===== config.mk =====
export PLATFORM = sky130hd
export DESIGN_NAME = uart_rx_ctrl
export DESIGN_NICKNAME = d
export VERILOG_FILES = /design/src/rtl/uart_rx_ctrl.sv
export SDC_FILE = /design/constraint.sdc
export NUM_CORES = 1
export LEC_CHECK = 0
export CORE_MARGIN = 3
export CORE_UTILIZATION = 30
export DETAILED_ROUTE_END_ITERATION = 10
export PLACE_DENSITY = 0.59
export SKIP_CTS_REPAIR_TIMING = 1
export SYNTH_ARGS = -nofsm -noshare
export SYNTH_HDL_FRONTEND = slang
export SYNTH_SLANG_ARGS = --single-unit

===== constraint.sdc =====
create_clock -name clk -period 2.05 [get_ports clk]
set_input_delay 0.615 -clock clk [delete_from_list [all_inputs] [get_ports clk]]
set_output_delay 0.615 -clock clk [all_outputs]
set_load 0.02 [all_outputs]

===== src/rtl/uart_rx_ctrl.sv =====
// Sequencer and output FIFO for a single UART receiver, with error/overrun/timeout status.
// Optional receive timeout and ABORT state are built only when UART_RX_CTRL_TIMEOUT_EN is defined.
module uart_rx_ctrl #(
  parameter int unsigned DEPTH          = 4,
  parameter logic [15:0] TIMEOUT_CYCLES = 16'd2000
) (
  input  logic                       clk,
  input  logic                       rst,
  input  logic                       ctrl_enable_i,
  input  logic                       clear_status_i,
  input  logic [7:0]                 rx_data_i,
  input  logic                       rx_data_ready_i,
  input  logic                       rx_receiving_i,
  output logic                       rx_enable_o,
  output logic [7:0]                 out_data_o,
  output logic                       out_valid_o,
  input  logic                       out_ready_i,
  output logic [$clog2(DEPTH):0]     fifo_count_o,
  output logic                       overrun_o,
  output logic [7:0]                 err_count_o,
  output logic                       timeout_flag_o
);

  localparam int unsigned PW = $clog2(DEPTH);
  localparam int unsigned CW = PW + 1;

  typedef enum logic [1:0] {StOff, StArmed, StRecv, StAbort} state_e;

  state_e          state_q, state_d;
  logic            rx_recv_q;
  logic            timeout_fire;
  logic [7:0]      mem_q [DEPTH];
  logic [PW-1:0]   head_q, tail_q;
  logic [CW-1:0]   count_q, count_d;
  logic            overrun_q, overrun_d;
  logic [7:0]      err_q, err_d;
  logic            full, pop, push_acc, frame_fail;

  always_comb begin
    state_d = state_q;
    case (state_q)
      StOff:   if (ctrl_enable_i) state_d = StArmed;
      StArmed: if (rx_receiving_i) state_d = StRecv;
      StRecv: begin
        if (timeout_fire)        state_d = StAbort;
        else if (!rx_receiving_i) state_d = StArmed;
      end
      StAbort: state_d = StArmed;
      default: state_d = StOff;
    endcase
    if (!ctrl_enable_i) state_d = StOff;
  end

  always_ff @(posedge clk or posedge rst) begin
    if (rst) begin
      state_q   <= StOff;
      rx_recv_q <= 1'b0;
    end else begin
      state_q   <= state_d;
      rx_recv_q <= rx_receiving_i;
    end
  end

  assign rx_enable_o = (state_q == StArmed) || (state_q == StRecv);

  // Only a falling edge seen while RECEIVING is a real frame end; ABORT/OFF drops are ignored.
  assign frame_fail = (state_q == StRecv) && rx_recv_q && !rx_receiving_i && !rx_data_ready_i;

  assign full     = (count_q == CW'(DEPTH));
  assign pop      = out_ready_i && (count_q != '0);
  assign push_acc = rx_data_ready_i && (!full || pop);

  always_comb begin
    count_d = count_q;
    if (push_acc && !pop)      count_d = count_q + CW'(1);
    else if (!push_acc && pop) count_d = count_q - CW'(1);
  end

  always_comb begin
    overrun_d = overrun_q;
    if (rx_data_ready_i && full && !pop) overrun_d = 1'b1;
    else if (clear_status_i)             overrun_d = 1'b0;
  end

  always_comb begin
    err_d = err_q;
    if (frame_fail) begin
      if (clear_status_i)      err_d = 8'd1;
      else if (err_q != 8'hFF) err_d = err_q + 8'd1;
    end else if (clear_status_i) begin
      err_d = 8'd0;
    end
  end

  always_ff @(posedge clk or posedge rst) begin
    if (rst) begin
      for (int i = 0; i < DEPTH; i++) mem_q[i] <= 8'h00;
      head_q    <= '0;
      tail_q    <= '0;
      count_q   <= '0;
      overrun_q <= 1'b0;
      err_q     <= 8'd0;
    end else begin
      if (push_acc) begin
        mem_q[tail_q] <= rx_data_i;
        tail_q        <= tail_q + PW'(1);
      end
      if (pop) head_q <= head_q + PW'(1);
      count_q   <= count_d;
      overrun_q <= overrun_d;
      err_q     <= err_d;
    end
  end

  assign out_data_o   = mem_q[head_q];
  assign out_valid_o  = (count_q != '0);
  assign fifo_count_o = count_q;
  assign overrun_o    = overrun_q;
  assign err_count_o  = err_q;

`ifdef UART_RX_CTRL_TIMEOUT_EN
  logic [15:0] to_cnt_q;
  logic        timeout_flag_q;

  assign timeout_fire = (state_q == StRecv) && (to_cnt_q == TIMEOUT_CYCLES - 16'd1);

  always_ff @(posedge clk or posedge rst) begin
    if (rst) begin
      to_cnt_q       <= 16'd0;
      timeout_flag_q <= 1'b0;
    end else begin
      to_cnt_q <= (state_q == StRecv) ? to_cnt_q + 16'd1 : 16'd0;
      // Flag only when the abort really happens (OFF takes priority over it).
      if (state_d == StAbort)  timeout_flag_q <= 1'b1;
      else if (clear_status_i) timeout_flag_q <= 1'b0;
    end
  end

  assign timeout_flag_o = timeout_flag_q;
`else
  logic unused_timeout;
  assign unused_timeout = ^TIMEOUT_CYCLES;
  assign timeout_fire   = 1'b0;
  assign timeout_flag_o = 1'b0;
`endif

endmodule


==> impl_metrics.tcl <==
set metrics [dict create \
    synth-seq-cells 51 \
    status "finished, violations left" \
    place_congestion 0.7136 \
    cts_buffers 5 \
    layout_common_cells "dfrtp_1, mux2_4, buf_4" \
    vias_per_cell 4.663 \
    cap_violations 0 \
    antenna_left 0 \
    rows 33 \
    critPathMaxFanout 8 \
    r2r-start "fifo_count_o[1]$_DFFE_PP0P_" \
    synth_cells 183 \
    synth_edf_count 0 \
    crit_type "reg2out" \
    slew_viol_final 0 \
    worstSetupEndpoint "out_data_o[2]" \
    grt_setup_unrepaired "true" \
    first_pass_iters 4 \
    yosysWarningCount 0 \
    num_vias 1618 \
    setup-tns-final_ps -572.6 \
    routed_wl_um 5092 \
    cp.arrival_ps 1540 \
    worstRegToRegCells 7 \
    wl_per_cell_um 14.67 \
    layout_commonest_cell "dfrtp_1" \
    grt_pass1_vias 1758 \
    hold_viol 0 \
    cp-startpoint "head_q[0]$_DFFE_PP0P_" \
    min_period_over_period_pct 105.1 \
    clkSlewWorstSetupHoldPaths_ps 90 \
    dieHeight_um 99.81 \
    pin_count 38 \
    clk_path_buf_depth 2 \
    min_period_ps 2154 \
    grt_max_degree 35 \
    crit_path_end_kind "primary output" \
    grt_remaining_overflow 0 \
    synthArstFlopShare_pct 100.0 \
    postSynthAreaPerCell_um2 14.43 \
    ys.flop_type "dfrtp_1" \
    skew_ps 9.056 \
    die_w_um 99.81 \
    drt_iter0_markers 36 \
    reg2reg_slack_ps 90 \
    nFillCells 788 \
    failed_checks "setup timing" \
    synth_fp_nets 208 \
    post-place-cells 337 \
    synth.distinct_cells 37 \
    cp.required_ps 1430 \
    start_util_pct 31.50 \
    r2r-end "fifo_count_o[1]$_DFFE_PP0P_" \
    cts_tree "built" \
    power_leakage_nw 1.661 \
    antenna_cells 0 \
    port_buffers 36 \
    regArea_um2 1280 \
    die_area_um2 9962 \
    power_mw 4.825 \
    multi_input_comb_area_um2 1309 \
    drive_gt1_share_pct 38.43 \
    clock-sinks 51 \
    vdd_drop_max_mv 0.5198 \
    dp_hpwl_um 3530 \
    design.core.area_um2 8382 \
    powerDensity_nw_per_um2 1406 \
    root_buffer "clkbuf_8" \
    fin_ws_ps -104.4 \
    startpoint_type "flop" \
    setup_viol 7 \
    fmax_mhz 464.2 \
    ys_seq_area_share_pct 48.34 \
    hold_class "reg2reg" \
    grt_pass1_wl_um 8825 \
    syn2layout_area_growth_pct 30.00 \
    drc_errors 0 \
    nets 266 \
    netlist_area_um2 2640 \
    layoutNonFillerInstCount 347 \
    htree_num_levels 2 \
    detailedPlace.worstSlack_ps -410.7 \
    antenna_found_initial 0 \
    grtUsageTotal_pct 11.14 \
    clock_latency_ps 300 \
]
[worst min path at each step]
stage,from,end,slack [ps],cells after the start
2_1_floorplan,mem_q[10]$_DFFE_PP0P_,mem_q[10]$_DFFE_PP0P_,480,1
3_3_place_gp,mem_q[8]$_DFFE_PP0P_,mem_q[8]$_DFFE_PP0P_,490,1
3_5_place_dp,mem_q[11]$_DFFE_PP0P_,mem_q[11]$_DFFE_PP0P_,490,1
4_1_cts,mem_q[10]$_DFFE_PP0P_,mem_q[10]$_DFFE_PP0P_,520,1
5_1_grt,mem_q[6]$_DFFE_PP0P_,mem_q[6]$_DFFE_PP0P_,530,1
6_report,mem_q[10]$_DFFE_PP0P_,mem_q[10]$_DFFE_PP0P_,510,1
[final cells by class]
type	instances	share of cell area (%)
timing repair buffer	57	16.66
clock buffer	6	2.406
clock inverter	2	0.4739
tap	105	3.828
inverter	11	1.203
multi-input combinational	115	38.13
sequential	51	37.30
[stage by stage]
step                area (um2)  hold slack, ps  utilization [%]
floorplan                 2664           475.9                -
global placement          3277           489.9            39.10
detailed placement        3277           492.2            39.10
CTS                       3376           516.1            40.27
global route              3432           529.8            40.95
finish                    3432           513.1            40.95
[kinds of logic after synthesis]
group,share of synthesized area [%]
other,0.1420
adders and majority gates,5.024
xor gates and xnor gates,2.322
muxes,26.59
AOI/OAI and AO/OA,3.981
buffers and inverters,3.317
DFF,48.34
and+or+nand+nor,10.28
[Yosys cell counts (all sizes together), types with 2 or more instances]
library cell / count / share of area, %
nand2: 10 / 3.9
buf: 5 / 1.6
and3: 2 / 0.47
mux2i: 3 / 1.1
nor2b: 2 / 0.57
nor2: 9 / 1.3
inv: 11 / 1.6
nand3: 2 / 0.38
nand4: 3 / 0.71
dfrtp: 51 / 48
and2: 2 / 0.47
mux2: 33 / 19
ha: 9 / 4.3
xnor2: 4 / 1.3
a211oi: 3 / 0.85
nor3: 3 / 0.57
mux4: 8 / 6.8
o21ai: 5 / 0.95
a21oi: 4 / 0.76
xor2: 3 / 1.0
[critical path, cell delays in order, from the launching register on]
cell     delay [ps]
dfrtp_1         400
buf_12          150
mux4_2          510
buf_2           180
[layer usage]
| layer | global-route usage [%] | up-vias | share of wire [%] |
|---|---|---|---|
| li1 | - | 767 | - |
| met4 | 2.521 | 0 | 0.77 |
| met5 | 0 | - | 0 |
| met1 | 15.73 | 805 | 48 |
| met2 | 17.60 | 42 | 46 |
| met3 | 2.363 | 4 | 4.7 |
[sequential cells by signal (all words and copies together) (netlist names)]
signal	cells
mem_q	32
err_count_o	8
fifo_count_o	3
head_q	2
state_q	2
tail_q	2
overrun_o	1
rx_recv_q	1
[report_power, final]
| part | total (mW) | switching (mW) | internal, mW |
|---|---|---|---|
| registers | 1.66 | 0.236 | 1.42 |
| logic | 2.54 | 1.02 | 1.52 |
| clock network | 0.626 | 0.350 | 0.276 |
| total | 4.82 | 1.60 | 3.22 |
No activity file was read; power rests on OpenSTA's default activity.
